`config.mk`:
```
export PLATFORM = sky130hd
export DESIGN_NAME = sync_fifo_pro
export DESIGN_NICKNAME = d
export VERILOG_FILES = /design/src/rtl/sync_fifo_pro.sv
export SDC_FILE = /design/constraint.sdc
export NUM_CORES = 1
export LEC_CHECK = 0
export CORE_MARGIN = 2
export CORE_UTILIZATION = 45
export CTS_BUF_LIST = sky130_fd_sc_hd__clkbuf_16
export DETAILED_ROUTE_END_ITERATION = 8
export GPL_TIMING_DRIVEN = 0
export PLACE_DENSITY = 0.63
export SLEW_MARGIN = 20
export SYNTH_ARGS = -nofsm -noshare
export SYNTH_HDL_FRONTEND = slang
export SYNTH_SLANG_ARGS = --single-unit
```
`constraint.sdc`:
```
create_clock -name clk -period 5.6 [get_ports clk]
set_input_delay 1.12 -clock clk [delete_from_list [all_inputs] [get_ports clk]]
set_output_delay 1.12 -clock clk [all_outputs]
set_load 0.01 [all_outputs]
```
`src/rtl/sync_fifo_pro.sv`:
```
// Single-clock FIFO with optional first-word-fall-through reads, programmable
// almost-full / almost-empty thresholds, fill level, sticky error flags and a
// synchronous flush. Port naming matches async_fifo so the two can be swapped.
//
// Ports:
//   clk, rst_n        clock, asynchronous active-low reset
//   clear             synchronous flush (beats winc/rinc)
//   winc, wdata       write request and data; wfull / awfull status
//   afull_th          almost-full threshold (awfull = level >= afull_th)
//   rinc, rdata       read request (pop) and data; rempty / arempty status
//   aempty_th         almost-empty threshold (arempty = level <= aempty_th)
//   level             occupancy 0..2**ASIZE
//   ovf, udf          sticky overflow / underflow, cleared by clear or reset
module sync_fifo_pro #(
  parameter int unsigned DSIZE       = 32,
  parameter int unsigned ASIZE       = 4,
  parameter int unsigned FALLTHROUGH = 0
) (
  input  logic             clk,
  input  logic             rst_n,
  input  logic             clear,
  input  logic             winc,
  input  logic [DSIZE-1:0] wdata,
  output logic             wfull,
  output logic             awfull,
  input  logic [ASIZE:0]   afull_th,
  input  logic             rinc,
  output logic [DSIZE-1:0] rdata,
  output logic             rempty,
  output logic             arempty,
  input  logic [ASIZE:0]   aempty_th,
  output logic [ASIZE:0]   level,
  output logic             ovf,
  output logic             udf
);

  localparam int unsigned   Depth     = 2 ** ASIZE;
  localparam logic [ASIZE:0] LevelFull = (ASIZE + 1)'(Depth);

  logic [DSIZE-1:0] mem_q [Depth];
  logic [ASIZE:0]   wptr_q, wptr_d;
  logic [ASIZE:0]   rptr_q, rptr_d;
  logic [ASIZE:0]   level_q, level_d;
  logic             ovf_q, ovf_d;
  logic             udf_q, udf_d;
  logic             wacc, racc;

  // Status is decoded from the level register only, so no path exists from
  // winc/rinc to any output.
  always_comb begin
    level   = level_q;
    wfull   = (level_q == LevelFull);
    rempty  = (level_q == '0);
    awfull  = (level_q >= afull_th);
    arempty = (level_q <= aempty_th);
    ovf     = ovf_q;
    udf     = udf_q;
  end

  // Requests are qualified against the pre-edge flags; clear blocks both.
  always_comb begin
    wacc = winc && !wfull && !clear;
    racc = rinc && !rempty && !clear;
  end

  always_comb begin
    wptr_d  = wptr_q;
    rptr_d  = rptr_q;
    level_d = level_q;
    ovf_d   = ovf_q;
    udf_d   = udf_q;
    if (clear) begin
      wptr_d  = '0;
      rptr_d  = '0;
      level_d = '0;
      ovf_d   = 1'b0;
      udf_d   = 1'b0;
    end else begin
      if (wacc) wptr_d = wptr_q + 1'b1;
      if (racc) rptr_d = rptr_q + 1'b1;
      unique case ({wacc, racc})
        2'b10:   level_d = level_q + 1'b1;
        2'b01:   level_d = level_q - 1'b1;
        default: level_d = level_q;
      endcase
      if (winc && wfull)  ovf_d = 1'b1;
      if (rinc && rempty) udf_d = 1'b1;
    end
  end

  always_ff @(posedge clk or negedge rst_n) begin
    if (!rst_n) begin
      wptr_q  <= '0;
      rptr_q  <= '0;
      level_q <= '0;
      ovf_q   <= 1'b0;
      udf_q   <= 1'b0;
    end else begin
      wptr_q  <= wptr_d;
      rptr_q  <= rptr_d;
      level_q <= level_d;
      ovf_q   <= ovf_d;
      udf_q   <= udf_d;
    end
  end

  // Storage is not reset; the pointers define which entries are live.
  always_ff @(posedge clk) begin
    if (wacc) mem_q[wptr_q[ASIZE-1:0]] <= wdata;
  end

  if (FALLTHROUGH != 0) begin : g_fwft
    // Head of queue is always presented; meaningless while empty.
    assign rdata = mem_q[rptr_q[ASIZE-1:0]];
  end else begin : g_reg
    logic [DSIZE-1:0] rdata_q, rdata_d;

    always_comb begin
      rdata_d = rdata_q;
      if (racc) rdata_d = mem_q[rptr_q[ASIZE-1:0]];
    end

    always_ff @(posedge clk or negedge rst_n) begin
      if (!rst_n) rdata_q <= '0;
      else        rdata_q <= rdata_d;
    end

    assign rdata = rdata_q;
  end

endmodule

```
==> flow_summary.ini <==
[critical_path]
crit_fanout = 2
start_kind = input port
timing.rr.start = level[2]
ff2ff_setup_slack_ns = 2.20
end_kind = output port
crit_type = input port to output port
r2r_end = mem_q[0][26]
reg2regPathDepth = 11
cp_data_arrival_time_ns = 3.14
critPathRequiredTime_ns = 4.48

[sta]
slew_violations = 0
grt_setup_unrepaired = false
fin_skew_ns = 0.0246
finalSetupViolations = 0
finalHoldViolations = 0
period_minus_slack_ns = 4.26
worst_slack_ns = 1.34
worst_pin_slew_ns = 0.980
max-slew-margin-rel_pct = 34.7
max_freq_mhz = 234
fin_crit_sh_pct = 76.2

[floorplanning]
start_util_pct = 45.5
fp-row-count = 80
die-area_um2 = 50000
chipHeight_um = 224
die_w_um = 224
ioPinCount = 90
core_um2 = 47600

[worst_hold_path]
hp-class = input port to async pin

[power]
p_total_mw = 10.8
peakVddDrop_uv = 232
power.density_nw_per_um2 = 417
power_leakage_nw = 8.36

[routing]
firstDrtPassIters = 5
finalWirelength_mm = 47.0
viasPerCell = 5.70
drtIter0Drc = 1127
drc = 0
wl_per_cell_um = 26.2
detail-route-antenna-nets = 0
dr_total_vias = 10200

[cts]
path_clk_slew_ns = 0.06
cts_tree = built
htreeDepth = 2
numCtsBuffers = 56
cts.sinks = 559
postCtsSetupBuffers = 0
cts-root-buf = clkbuf_16
clock_latency_ns = 0.61
ctsHoldBuffers = 0
cts_buffer_depth = 3
cts_resized = 0

[layout]
final_cell_mix = edfxtp_1, mux4_2, clkdlybuf4s50_1
finish.net_count = 1195
layout-drive-gt1-share_pct = 31.0
final_common_cell = edfxtp_1
area_delta_synth_final_pct = 19.6

[logic_synthesis]
synth_compound_area_share_pct = 0.692
synth_edf_count = 512
muxShareOfSynthArea_pct = 18.7
synth_top_family_by_area = multiplexers
synth_warnings = 0
synthAdderAreaFrac_pct = 0.981
synth_xor_xnor_area_share_pct = 0.363
synth_seq_cells = 559
synthesis.nets = 1008
synth.area.top_cells = edfxtp_1, mux4_2, dfrtp_1
syn-instance-count = 944
async_reset_ff_share_pct = 8.41
ys.flop_type = edfxtp_1
yosysTopAreaCellShare_pct = 70.9
ys_types = 40
syn_area_per_cell_um2 = 23.0
yosys.area_share.simple_pct = 1.67
synth-seq-area-share_pct = 76.3
netlist_area_um2 = 21700
post-synth-top-area-cell = edfxtp_1

[global_route]
antenna_found_initial = 0
grtUsageTotal_pct = 19.4
grt_pass1_vias = 10500
gr-total-overflow = 0
grt_max_degree = 32
grt_pass1_wl_mm = 69.9

[placement]
hpwl_mm = 30.3
gp_congestion = 0.744
pre_cts_ws_ns = 1.22
portBuffers = 88

[status]
status = completed

[flow_run]
cap_violations = 0
-- metrics by stage --
stage	utilization (%)	instance area, µm²	TNS [ns]	hold slack (ns)	cells
CTS	54.4	25900	0	0.408	1792
global placement	49.0	23300	-658.37	0.480	1647
floorplan	-	21700	0	0.529	944
detailed placement	50.7	24100	0	0.492	1688
global route	54.4	25900	0	0.410	1792
finish	54.4	25900	0	0.413	1793
-- power by group --
part           switching (mW)  internal, mW
combinational            1.06          1.26
clock                    1.55          2.07
sequential              0.107          4.75
total                    2.72          8.09
-- layer usage --
metal	track usage, %	wire length [µm]	up-vias	share of wire [%]
met3	3.08	3360	70	7.1
met4	5.16	836	0	1.8
met5	0	0	-	0
li1	-	-	4321	-
met1	28.9	20700	5468	44
met2	30.1	22200	353	47
-- layout make-up --
| cell class | instances | area [µm²] |
|---|---|---|
| timing repair buffer | 129 | 1580 |
| inverter | 14 | 52.6 |
| sequential | 559 | 16600 |
| tap | 615 | 769 |
| clock inverter | 47 | 353 |
| buffer | 49 | 229 |
| antenna | 1 | 2.50 |
| multi-input combinational | 322 | 4970 |
| clock buffer | 57 | 1430 |
| fill | 3640 | 21700 |
-- logic make-up (layout without fill, tap and decap cells) --
group	Yosys count	in the layout
flops	559	559
mux	198	198
simple gates	75	75
buf+inv	63	296
compound gates	23	23
fa+ha+maj	17	17
xor+xnor	9	9
other cells	0	1
-- worst max-delay path by stage --
stage                       from      endpoint
finish              aempty_th[1]       arempty
global route        aempty_th[1]       arempty
CTS                 aempty_th[1]       arempty
detailed placement          winc  mem_q[0][15]
global placement            winc  mem_q[1][14]
floorplan                   winc   mem_q[0][0]
-- state kept, by name, summed over array words and instances (netlist names) --
signal and count:
level 5, ovf 1, udf 1, rdata 32, rptr_q 4, wptr_q 4, mem_q 512
-- synth_stat cells, types with 2 or more instances --
cell / instances
a21oi_1: 8
and2_1: 2
buf_1: 4
buf_2: 15
buf_4: 4
clkbuf_1: 24
dfrtp_1: 47
edfxtp_1: 512
ha_1: 17
inv_1: 14
mux2_2: 32
mux2i_1: 3
mux2i_4: 2
mux4_2: 160
nand2_1: 14
nand2b_1: 7
nand3_1: 5
nor2_1: 32
nor2b_1: 4
nor3_1: 5
o21ai_0: 7
xnor2_1: 3
xor2_1: 6
-- worst max-delay path, stage by stage --
cell and delay [ns]:
clkdlybuf4s50_1 0.45, inv_1 0.04, ha_1 0.29, nor2b_1 0.13, o21ai_0 0.13, nand2b_1 0.07
a21oi_1 0.14, nor2b_1 0.06, o22ai_1 0.13, clkdlybuf4s50_1 0.57
Note: power is estimated with default switching activity, not from simulation.
